$ cat src/rtl/md_pkg.sv
// Shared types for the molecular-dynamics cell grid and the motion-update controller.
package md_pkg;

    localparam int unsigned NUM_CELL_PER_AXIS = 4;
    localparam int unsigned CELL_ID_W         = 3;
    localparam int unsigned PARTICLE_ID_W     = 7;

    typedef struct packed {
        logic [CELL_ID_W-1:0] x;
        logic [CELL_ID_W-1:0] y;
        logic [CELL_ID_W-1:0] z;
    } full_cell_id_t;

    typedef struct packed {
        logic [1:0] x;
        logic [1:0] y;
        logic [1:0] z;
    } offset_tuple_t;

    typedef enum logic [2:0] {
        StIdle,
        StCntReq,
        StCntWait,
        StRead,
        StNextCell,
        StDrain,
        StDone
    } mu_ctrl_state_e;

    localparam logic [CELL_ID_W-1:0] AXIS_LAST  = CELL_ID_W'(NUM_CELL_PER_AXIS);
    localparam full_cell_id_t        FIRST_CELL = '{x: CELL_ID_W'(1), y: CELL_ID_W'(1),
                                                    z: CELL_ID_W'(1)};

    // Cell ids are 1-based on every axis.
    function automatic logic [CELL_ID_W-1:0] axis_inc(input logic [CELL_ID_W-1:0] v);
        return (v == AXIS_LAST) ? CELL_ID_W'(1) : v + 1'b1;
    endfunction

    function automatic full_cell_id_t next_cell(input full_cell_id_t c);
        full_cell_id_t n;
        n   = c;
        n.x = axis_inc(c.x);
        if (c.x == AXIS_LAST) begin
            n.y = axis_inc(c.y);
            if (c.y == AXIS_LAST) begin
                n.z = axis_inc(c.z);
            end
        end
        return n;
    endfunction

endpackage

$ cat src/rtl/pos_cache_mu_ctrl_if.sv
// Count-lookup, position-read and motion-update handshake bundle of the controller.
interface pos_cache_mu_ctrl_if;
    import md_pkg::*;

    logic                     start;
    full_cell_id_t            cnt_rd_cell;
    logic                     cnt_rd_en;
    logic [PARTICLE_ID_W:0]   cnt_rd_data;
    logic                     Motion_Update_enable;
    logic                     MU_rden;
    logic [PARTICLE_ID_W-1:0] MU_rd_addr;
    full_cell_id_t            MU_rd_cell;
    logic                     mu_consume;
    logic                     MU_wr_data_valid;
    logic                     busy;
    logic                     done;

    modport master (
        input  start, cnt_rd_data, mu_consume, MU_wr_data_valid,
        output cnt_rd_cell, cnt_rd_en, Motion_Update_enable, MU_rden, MU_rd_addr, MU_rd_cell,
               busy, done
    );

    modport slave (
        output start, cnt_rd_data, mu_consume, MU_wr_data_valid,
        input  cnt_rd_cell, cnt_rd_en, Motion_Update_enable, MU_rden, MU_rd_addr, MU_rd_cell,
               busy, done
    );

endinterface

$ cat src/rtl/mu_credit_counter.sv
// Tracks free slots in the motion-update input FIFO; saturates at both ends.
module mu_credit_counter #(
    parameter int unsigned CREDITS = 4,
    parameter int unsigned W       = $clog2(CREDITS + 1)
) (
    input  logic         clk,
    input  logic         rst,
    input  logic         init_i,
    input  logic         issue_i,
    input  logic         consume_i,
    output logic [W-1:0] credits_o
);

    always_ff @(posedge clk or posedge rst) begin
        if (rst) begin
            credits_o <= W'(CREDITS);
        end else if (init_i) begin
            credits_o <= W'(CREDITS);
        end else if (consume_i && !issue_i && credits_o != W'(CREDITS)) begin
            credits_o <= credits_o + 1'b1;
        end else if (issue_i && !consume_i && credits_o != '0) begin
            credits_o <= credits_o - 1'b1;
        end
    end

endmodule

$ cat src/rtl/pos_cache_mu_ctrl.sv
// Walks all cells, streams every cached particle into the motion-update unit under credit
// flow control, then waits for all write-backs before signalling completion.
module pos_cache_mu_ctrl
    import md_pkg::*;
#(
    parameter int unsigned NUM_CELLS             = 64,
    parameter int unsigned CELL_ID_WIDTH         = 3,
    parameter int unsigned PARTICLE_ID_WIDTH     = 7,
    parameter int unsigned NUM_PARTICLE_PER_CELL = 128,
    parameter int unsigned CREDITS               = 4
) (
    input logic                 clk,
    input logic                 rst,
    pos_cache_mu_ctrl_if.master bus
);

    localparam int unsigned CNT_W  = $clog2(NUM_CELLS * NUM_PARTICLE_PER_CELL + 1);
    localparam int unsigned CRED_W = $clog2(CREDITS + 1);
    localparam int unsigned LIM_W  = PARTICLE_ID_WIDTH + 1;
    localparam logic [CELL_ID_WIDTH-1:0] AXIS_MAX = CELL_ID_WIDTH'(NUM_CELL_PER_AXIS);

    mu_ctrl_state_e    state_q;
    full_cell_id_t     ptr_q;
    full_cell_id_t     ptr_next;
    logic [LIM_W-1:0]  limit_q;
    logic [LIM_W-1:0]  addr_q;
    logic [CNT_W-1:0]  rd_total_q;
    logic [CNT_W-1:0]  wr_total_q;
    logic [CRED_W-1:0] credits;
    logic              init_credits;
    logic              issue;
    logic              last_cell;

    assign init_credits = (state_q == StIdle) && bus.start;
    // A credit returned this cycle can be spent by the read issued on the same edge.
    assign issue        = (state_q == StRead) && ((credits != '0) || bus.mu_consume);
    assign ptr_next     = next_cell(ptr_q);
    assign last_cell    = (ptr_q.x == AXIS_MAX) && (ptr_q.y == AXIS_MAX) && (ptr_q.z == AXIS_MAX);

    mu_credit_counter #(
        .CREDITS (CREDITS)
    ) u_credit (
        .clk       (clk),
        .rst       (rst),
        .init_i    (init_credits),
        .issue_i   (issue),
        .consume_i (bus.mu_consume),
        .credits_o (credits)
    );

    always_ff @(posedge clk or posedge rst) begin
        if (rst) begin
            state_q                  <= StIdle;
            ptr_q                    <= FIRST_CELL;
            limit_q                  <= '0;
            addr_q                   <= '0;
            rd_total_q               <= '0;
            wr_total_q               <= '0;
            bus.cnt_rd_cell          <= FIRST_CELL;
            bus.cnt_rd_en            <= 1'b0;
            bus.Motion_Update_enable <= 1'b0;
            bus.MU_rden              <= 1'b0;
            bus.MU_rd_addr           <= '0;
            bus.MU_rd_cell           <= FIRST_CELL;
            bus.busy                 <= 1'b0;
            bus.done                 <= 1'b0;
        end else begin
            bus.cnt_rd_en <= 1'b0;
            bus.MU_rden   <= 1'b0;
            bus.done      <= 1'b0;

            if (state_q != StIdle && bus.MU_wr_data_valid) begin
                wr_total_q <= wr_total_q + 1'b1;
            end
            if (issue) begin
                rd_total_q <= rd_total_q + 1'b1;
            end

            case (state_q)
                StIdle: begin
                    if (bus.start) begin
                        ptr_q                    <= FIRST_CELL;
                        rd_total_q               <= '0;
                        wr_total_q               <= '0;
                        bus.cnt_rd_en            <= 1'b1;
                        bus.cnt_rd_cell          <= FIRST_CELL;
                        bus.Motion_Update_enable <= 1'b1;
                        bus.busy                 <= 1'b1;
                        state_q                  <= StCntReq;
                    end
                end
                StCntReq: begin
                    state_q <= StCntWait;
                end
                StCntWait: begin
                    limit_q <= bus.cnt_rd_data;
                    addr_q  <= '0;
                    state_q <= (bus.cnt_rd_data == '0) ? StNextCell : StRead;
                end
                StRead: begin
                    if (issue) begin
                        bus.MU_rden    <= 1'b1;
                        bus.MU_rd_addr <= addr_q[PARTICLE_ID_WIDTH-1:0];
                        bus.MU_rd_cell <= ptr_q;
                        addr_q         <= addr_q + 1'b1;
                        if (addr_q == limit_q - 1'b1) begin
                            state_q <= StNextCell;
                        end
                    end
                end
                StNextCell: begin
                    ptr_q <= ptr_next;
                    if (last_cell) begin
                        state_q <= StDrain;
                    end else begin
                        bus.cnt_rd_en   <= 1'b1;
                        bus.cnt_rd_cell <= ptr_next;
                        state_q         <= StCntReq;
                    end
                end
                StDrain: begin
                    if (wr_total_q == rd_total_q) begin
                        bus.done <= 1'b1;
                        state_q  <= StDone;
                    end
                end
                StDone: begin
                    bus.Motion_Update_enable <= 1'b0;
                    bus.busy                 <= 1'b0;
                    state_q                  <= StIdle;
                end
                default: begin
                    state_q <= StIdle;
                end
            endcase
        end
    end

endmodule

$ cat src/flat_wrapper.sv
// flat-port wrapper written by rule: the top's interface ports become plain ports
module pos_cache_mu_ctrl_flat import md_pkg::*;
#(
    parameter int unsigned NUM_CELLS             = 64,
    parameter int unsigned CELL_ID_WIDTH         = 3,
    parameter int unsigned PARTICLE_ID_WIDTH     = 7,
    parameter int unsigned NUM_PARTICLE_PER_CELL = 128,
    parameter int unsigned CREDITS               = 4
)
  (clk, rst, bus_start, bus_cnt_rd_data, bus_mu_consume, bus_MU_wr_data_valid, bus_cnt_rd_cell, bus_cnt_rd_en, bus_Motion_Update_enable, bus_MU_rden, bus_MU_rd_addr, bus_MU_rd_cell, bus_busy, bus_done);
  pos_cache_mu_ctrl_if bus_i ();
  input logic clk;
  input logic rst;
  input wire logic [$bits(bus_i.start)-1:0] bus_start;
  input wire logic [$bits(bus_i.cnt_rd_data)-1:0] bus_cnt_rd_data;
  input wire logic [$bits(bus_i.mu_consume)-1:0] bus_mu_consume;
  input wire logic [$bits(bus_i.MU_wr_data_valid)-1:0] bus_MU_wr_data_valid;
  output wire logic [$bits(bus_i.cnt_rd_cell)-1:0] bus_cnt_rd_cell;
  output wire logic [$bits(bus_i.cnt_rd_en)-1:0] bus_cnt_rd_en;
  output wire logic [$bits(bus_i.Motion_Update_enable)-1:0] bus_Motion_Update_enable;
  output wire logic [$bits(bus_i.MU_rden)-1:0] bus_MU_rden;
  output wire logic [$bits(bus_i.MU_rd_addr)-1:0] bus_MU_rd_addr;
  output wire logic [$bits(bus_i.MU_rd_cell)-1:0] bus_MU_rd_cell;
  output wire logic [$bits(bus_i.busy)-1:0] bus_busy;
  output wire logic [$bits(bus_i.done)-1:0] bus_done;
  assign bus_i.start = bus_start;
  assign bus_i.cnt_rd_data = bus_cnt_rd_data;
  assign bus_i.mu_consume = bus_mu_consume;
  assign bus_i.MU_wr_data_valid = bus_MU_wr_data_valid;
  assign bus_cnt_rd_cell = bus_i.cnt_rd_cell;
  assign bus_cnt_rd_en = bus_i.cnt_rd_en;
  assign bus_Motion_Update_enable = bus_i.Motion_Update_enable;
  assign bus_MU_rden = bus_i.MU_rden;
  assign bus_MU_rd_addr = bus_i.MU_rd_addr;
  assign bus_MU_rd_cell = bus_i.MU_rd_cell;
  assign bus_busy = bus_i.busy;
  assign bus_done = bus_i.done;
  pos_cache_mu_ctrl #(.NUM_CELLS(NUM_CELLS), .CELL_ID_WIDTH(CELL_ID_WIDTH), .PARTICLE_ID_WIDTH(PARTICLE_ID_WIDTH), .NUM_PARTICLE_PER_CELL(NUM_PARTICLE_PER_CELL), .CREDITS(CREDITS)) u_core (.clk(clk), .rst(rst), .bus(bus_i));
endmodule
$ cat config.mk
export PLATFORM = sky130hd
export DESIGN_NAME = pos_cache_mu_ctrl_flat
export DESIGN_NICKNAME = d
export VERILOG_FILES = /design/src/rtl/md_pkg.sv /design/src/rtl/pos_cache_mu_ctrl_if.sv /design/src/rtl/mu_credit_counter.sv /design/src/rtl/pos_cache_mu_ctrl.sv /design/src/flat_wrapper.sv
export SDC_FILE = /design/constraint.sdc
export NUM_CORES = 1
export LEC_CHECK = 0
export BUFFER_PORTS_ARGS = -buffer_cell sky130_fd_sc_hd__buf_4
export CAP_MARGIN = 10
export CORE_MARGIN = 1
export CORE_UTILIZATION = 50
export DETAILED_ROUTE_END_ITERATION = 6
export PLACE_DENSITY = 0.7
export SLEW_MARGIN = 10
export SYNTH_ARGS = -nofsm -noshare
export SYNTH_HDL_FRONTEND = slang
export SYNTH_HIERARCHICAL = 1
export SYNTH_SLANG_ARGS = --single-unit
$ cat constraint.sdc
create_clock -name clk -period 3.98 [get_ports clk]
set_input_delay 0.796 -clock clk [delete_from_list [all_inputs] [get_ports clk]]
set_output_delay 0.796 -clock clk [all_outputs]
set_load 0.005 [all_outputs]
==> impl_metrics.yaml <==
outcome:
  status: "complete, no violations"
sta:
  drv_slew: 0
  fin_crit_sh_pct: 71.1
  setup_violations: 0
  worst_slew_pin_slew_ns: 1.03
  rsz0062_at_grt: "false"
  skew_ns: 0.0135
  period_minus_slack_ns: 2.83
  max_freq_mhz: 354
  finalHoldViolCount: 0
  setup_tns_ns: 0
  max_slew_margin_pct: 31.6
  whs_ns: 0.330
pwr:
  power.share.clock_pct: 19.8
  switching_share_pct: 36.8
  internal-power_uw: 1900
  leakage_uw: 0.00230
  powerDensity_mw_per_mm2: 586
  power.switching_uw: 1110
  p_seq_share_pct: 44.6
  pwr-share-comb_pct: 35.6
  vdd_drop_max_uv: 295
  finalPower_uw: 3010
synthesis:
  synth-seq-area-share_pct: 48.8
  synthArstFlopShare_pct: 100
  synth.distinct_cells: 57
  synth_edf_count: 0
  synth_area_sq_mm: 0.00453
  ys_ff_latch: 88
  synth_area_per_cell_sq_um: 10.2
  yosysWarnings: 6
  syn_inst: 446
  synth_top_flop_cell: "dfrtp_1"
  synth_nets: 470
setup_path:
  crit_start: "u_core/u_credit/credits_o[1]$_DFFE_PP0P_"
  path_class: "reg2reg"
  required_ns: 4.27
  crit_path_start_kind: "flop"
  path_cells: "or4_1 -> nand2_2 -> buf_4 -> inv_2 -> nand3b_1 -> fa_1 -> or3_1 -> a31o_1"
  arrival_ns: 3.11
  cp_num_buf_inv: 2
  rr_startpoint: "u_core/u_credit/credits_o[1]$_DFFE_PP0P_"
  slowest_delay_ns: 0.63
  crit_family: "simple AND/OR/NAND/NOR gates"
  crit_fanout: 19
  end_kind: "flop"
  crit_path_top_delay_cell: "or4_1"
clocking:
  cts_tree: "built"
  cts.htree.levels: 3
  clkTransAtPathRegs_ns: 0.09
  postCtsResizedCells: 0
  cts_made_buffers: 9
  clockBufferDepth: 2
  post_cts_buffers: 0
  worst_skew_pair.late_latency_ns: 0.35
  cts_hold_buffers: 0
  cts_root_buf: "clkbuf_8"
  numClockSinks: 88
route:
  wire_per_inst_um: 14.9
  wirelength_um: 8940
  detail_route.drc_violations: 0
  viasPerCell: 5.47
  num_vias: 3283
  drtAntennaViolNets: 0
  dr.pass1.iters: 5
  drtIter0Drc: 139
finish:
  multi_input_comb_area_sq_mm: 0.00217
  regArea_sq_mm: 0.00221
  antenna_cells: 0
  area_growth_pct: 13.1
  final_nets: 511
  fillerInstances: 768
  most-common-layout-cells: "dfrtp_1 (78), nor2_1 (47), buf_4 (45), nand2_1 (35), xnor2_1 (34)"
  fin_util_pct: 58.5
  final_common_cell: "dfrtp_1"
  drive_above_1_share_pct: 21.1
  instances_no_fill: 600
die:
  die_height_um: 97.2
  core_sq_mm: 0.00876
  dieArea_sq_mm: 0.00945
  io_pins: 43
  die_w_um: 97.2
  initial_core_util_pct: 51.7
  row_count: 34
placement:
  dp_hpwl_um: 6370
  placed_cells: 584
  globalplace.congestion: 0.798
  port-buffer-count: 42
global_route:
  grt_use_total_pct: 20.5
  grt_pass1_wl_um: 15800
  grt_max_degree: 42
  grt_pass1_vias: 3327
  antenna_found_initial: 0
  grt_overflow: 0
job:
  maxCapViolations: 0
worst_hold_path:
  hold_class: "in2async"
==> layer usage <==
| layer | GRT usage, % | share of wire [%] | vias up |
|---|---|---|---|
| met5 | 0 | 0 | - |
| met4 | 7.24 | 1.4 | 0 |
| met3 | 3.24 | 2.8 | 10 |
| met2 | 33.5 | 47 | 58 |
| met1 | 27.7 | 49 | 1595 |
| li1 | - | - | 1620 |
==> kinds of logic after synthesis <==
logic type | synth area share, %
buf+inv | 3.37
fa+ha+maj | 3.20
simple gates | 18.6
compound gates | 8.67
xor+xnor | 10.8
flops | 48.8
mux | 6.54
==> power by group through the flow <==
stage	clock (uW)	combinational [uW]	sequential (uW)
2_1_floorplan	0	856	1270
3_3_place_gp	0	1040	1350
3_5_place_dp	0	1080	1360
4_1_cts	616	1080	1340
5_1_grt	648	1200	1380
6_report	596	1070	1340
==> cells in the mapped netlist, types with 3 or more instances <==
library cell,n,share of area [%]
dfrtp_1,78,43
nor2_1,47,3.9
nand2_1,35,2.9
xnor2_1,34,6.6
o21ai_0,24,2.6
xor2_1,22,4.2
mux2_2,21,5.2
inv_1,20,1.7
nand3_1,13,1.4
nand4_1,13,1.8
a21oi_1,11,1.2
dfstp_2,10,5.8
ha_1,10,2.8
nor3_1,9,0.99
clkbuf_1,8,0.66
or3_1,8,1.1
and3_1,7,0.97
mux2i_1,6,1.3
or4_1,6,0.99
buf_2,5,0.55
nand3b_1,5,0.83
and2_1,3,0.41
and4_1,3,0.58
nand2b_1,3,0.41
nor4_1,3,0.41
o21ai_2,3,0.58
o31ai_1,3,0.50
==> registers in the layout, indices dropped and copies added (netlist names) <==
signal,flops
u_core/bus.cnt_rd_cell,9
u_core/bus.done,1
u_core/ptr_q,9
u_core/bus.MU_rden,1
u_core/bus.MU_rd_cell,9
u_core/addr_q,8
u_core/state_q,3
u_core/rd_total_q,14
u_core/limit_q,8
u_core/bus.MU_rd_addr,7
u_core/u_credit/credits_o,3
u_core/bus.busy,1
u_core/wr_total_q,14
u_core/bus.cnt_rd_en,1
==> per-stage QoR <==
stage / cell area [sq um] / setup slack, ns
3_5_place_dp: 4940 / 0.785
3_3_place_gp: 4940 / 0.877
6_report: 5130 / 1.15
4_1_cts: 5130 / 1.13
2_1_floorplan: 4530 / 1.01
5_1_grt: 5130 / 1.01
==> worst paths after layout <==
| check | cells after the start | slack (ns) | to |
|---|---|---|---|
| worst max-delay path | 8 | 1.15 | u_core/u_credit/credits_o[2]$_DFFE_PP1P_ |
| worst min-delay path | 2 | 0.33 | u_core/u_credit/credits_o[1]$_DFFE_PP0P_ |
| worst max register to register | 8 | 1.15 | u_core/u_credit/credits_o[2]$_DFFE_PP1P_ |
| worst min register to register | 1 | 0.50 | u_core/bus.cnt_rd_cell[5]$_DFFE_PP0P_ |
| max in group asynchronous | 3 | 2.81 | u_core/bus.cnt_rd_cell[3]$_DFFE_PP1P_ |
| min in group clk | 1 | 0.50 | u_core/bus.cnt_rd_cell[5]$_DFFE_PP0P_ |
==> cell type report <==
class	count	share of cell area [%]
Sequential cell	88	43.2
Multi-Input combinational cell	321	42.3
Timing Repair Buffer	45	6.59
Tap cell	108	2.64
Clock buffer	10	2.49
Inverter	22	1.64
Clock inverter	6	1.17
==> worst register-to-register path, delay by kind of cell, from the launching register on <==
family / cells / cell delay (ns)
flops: 1 / 0.46
fa+ha+maj: 1 / 0.41
buf+inv: 2 / 0.43
compound gates: 1 / 0.18
simple gates: 4 / 1.29
Power figures use the tool's default switching activity.
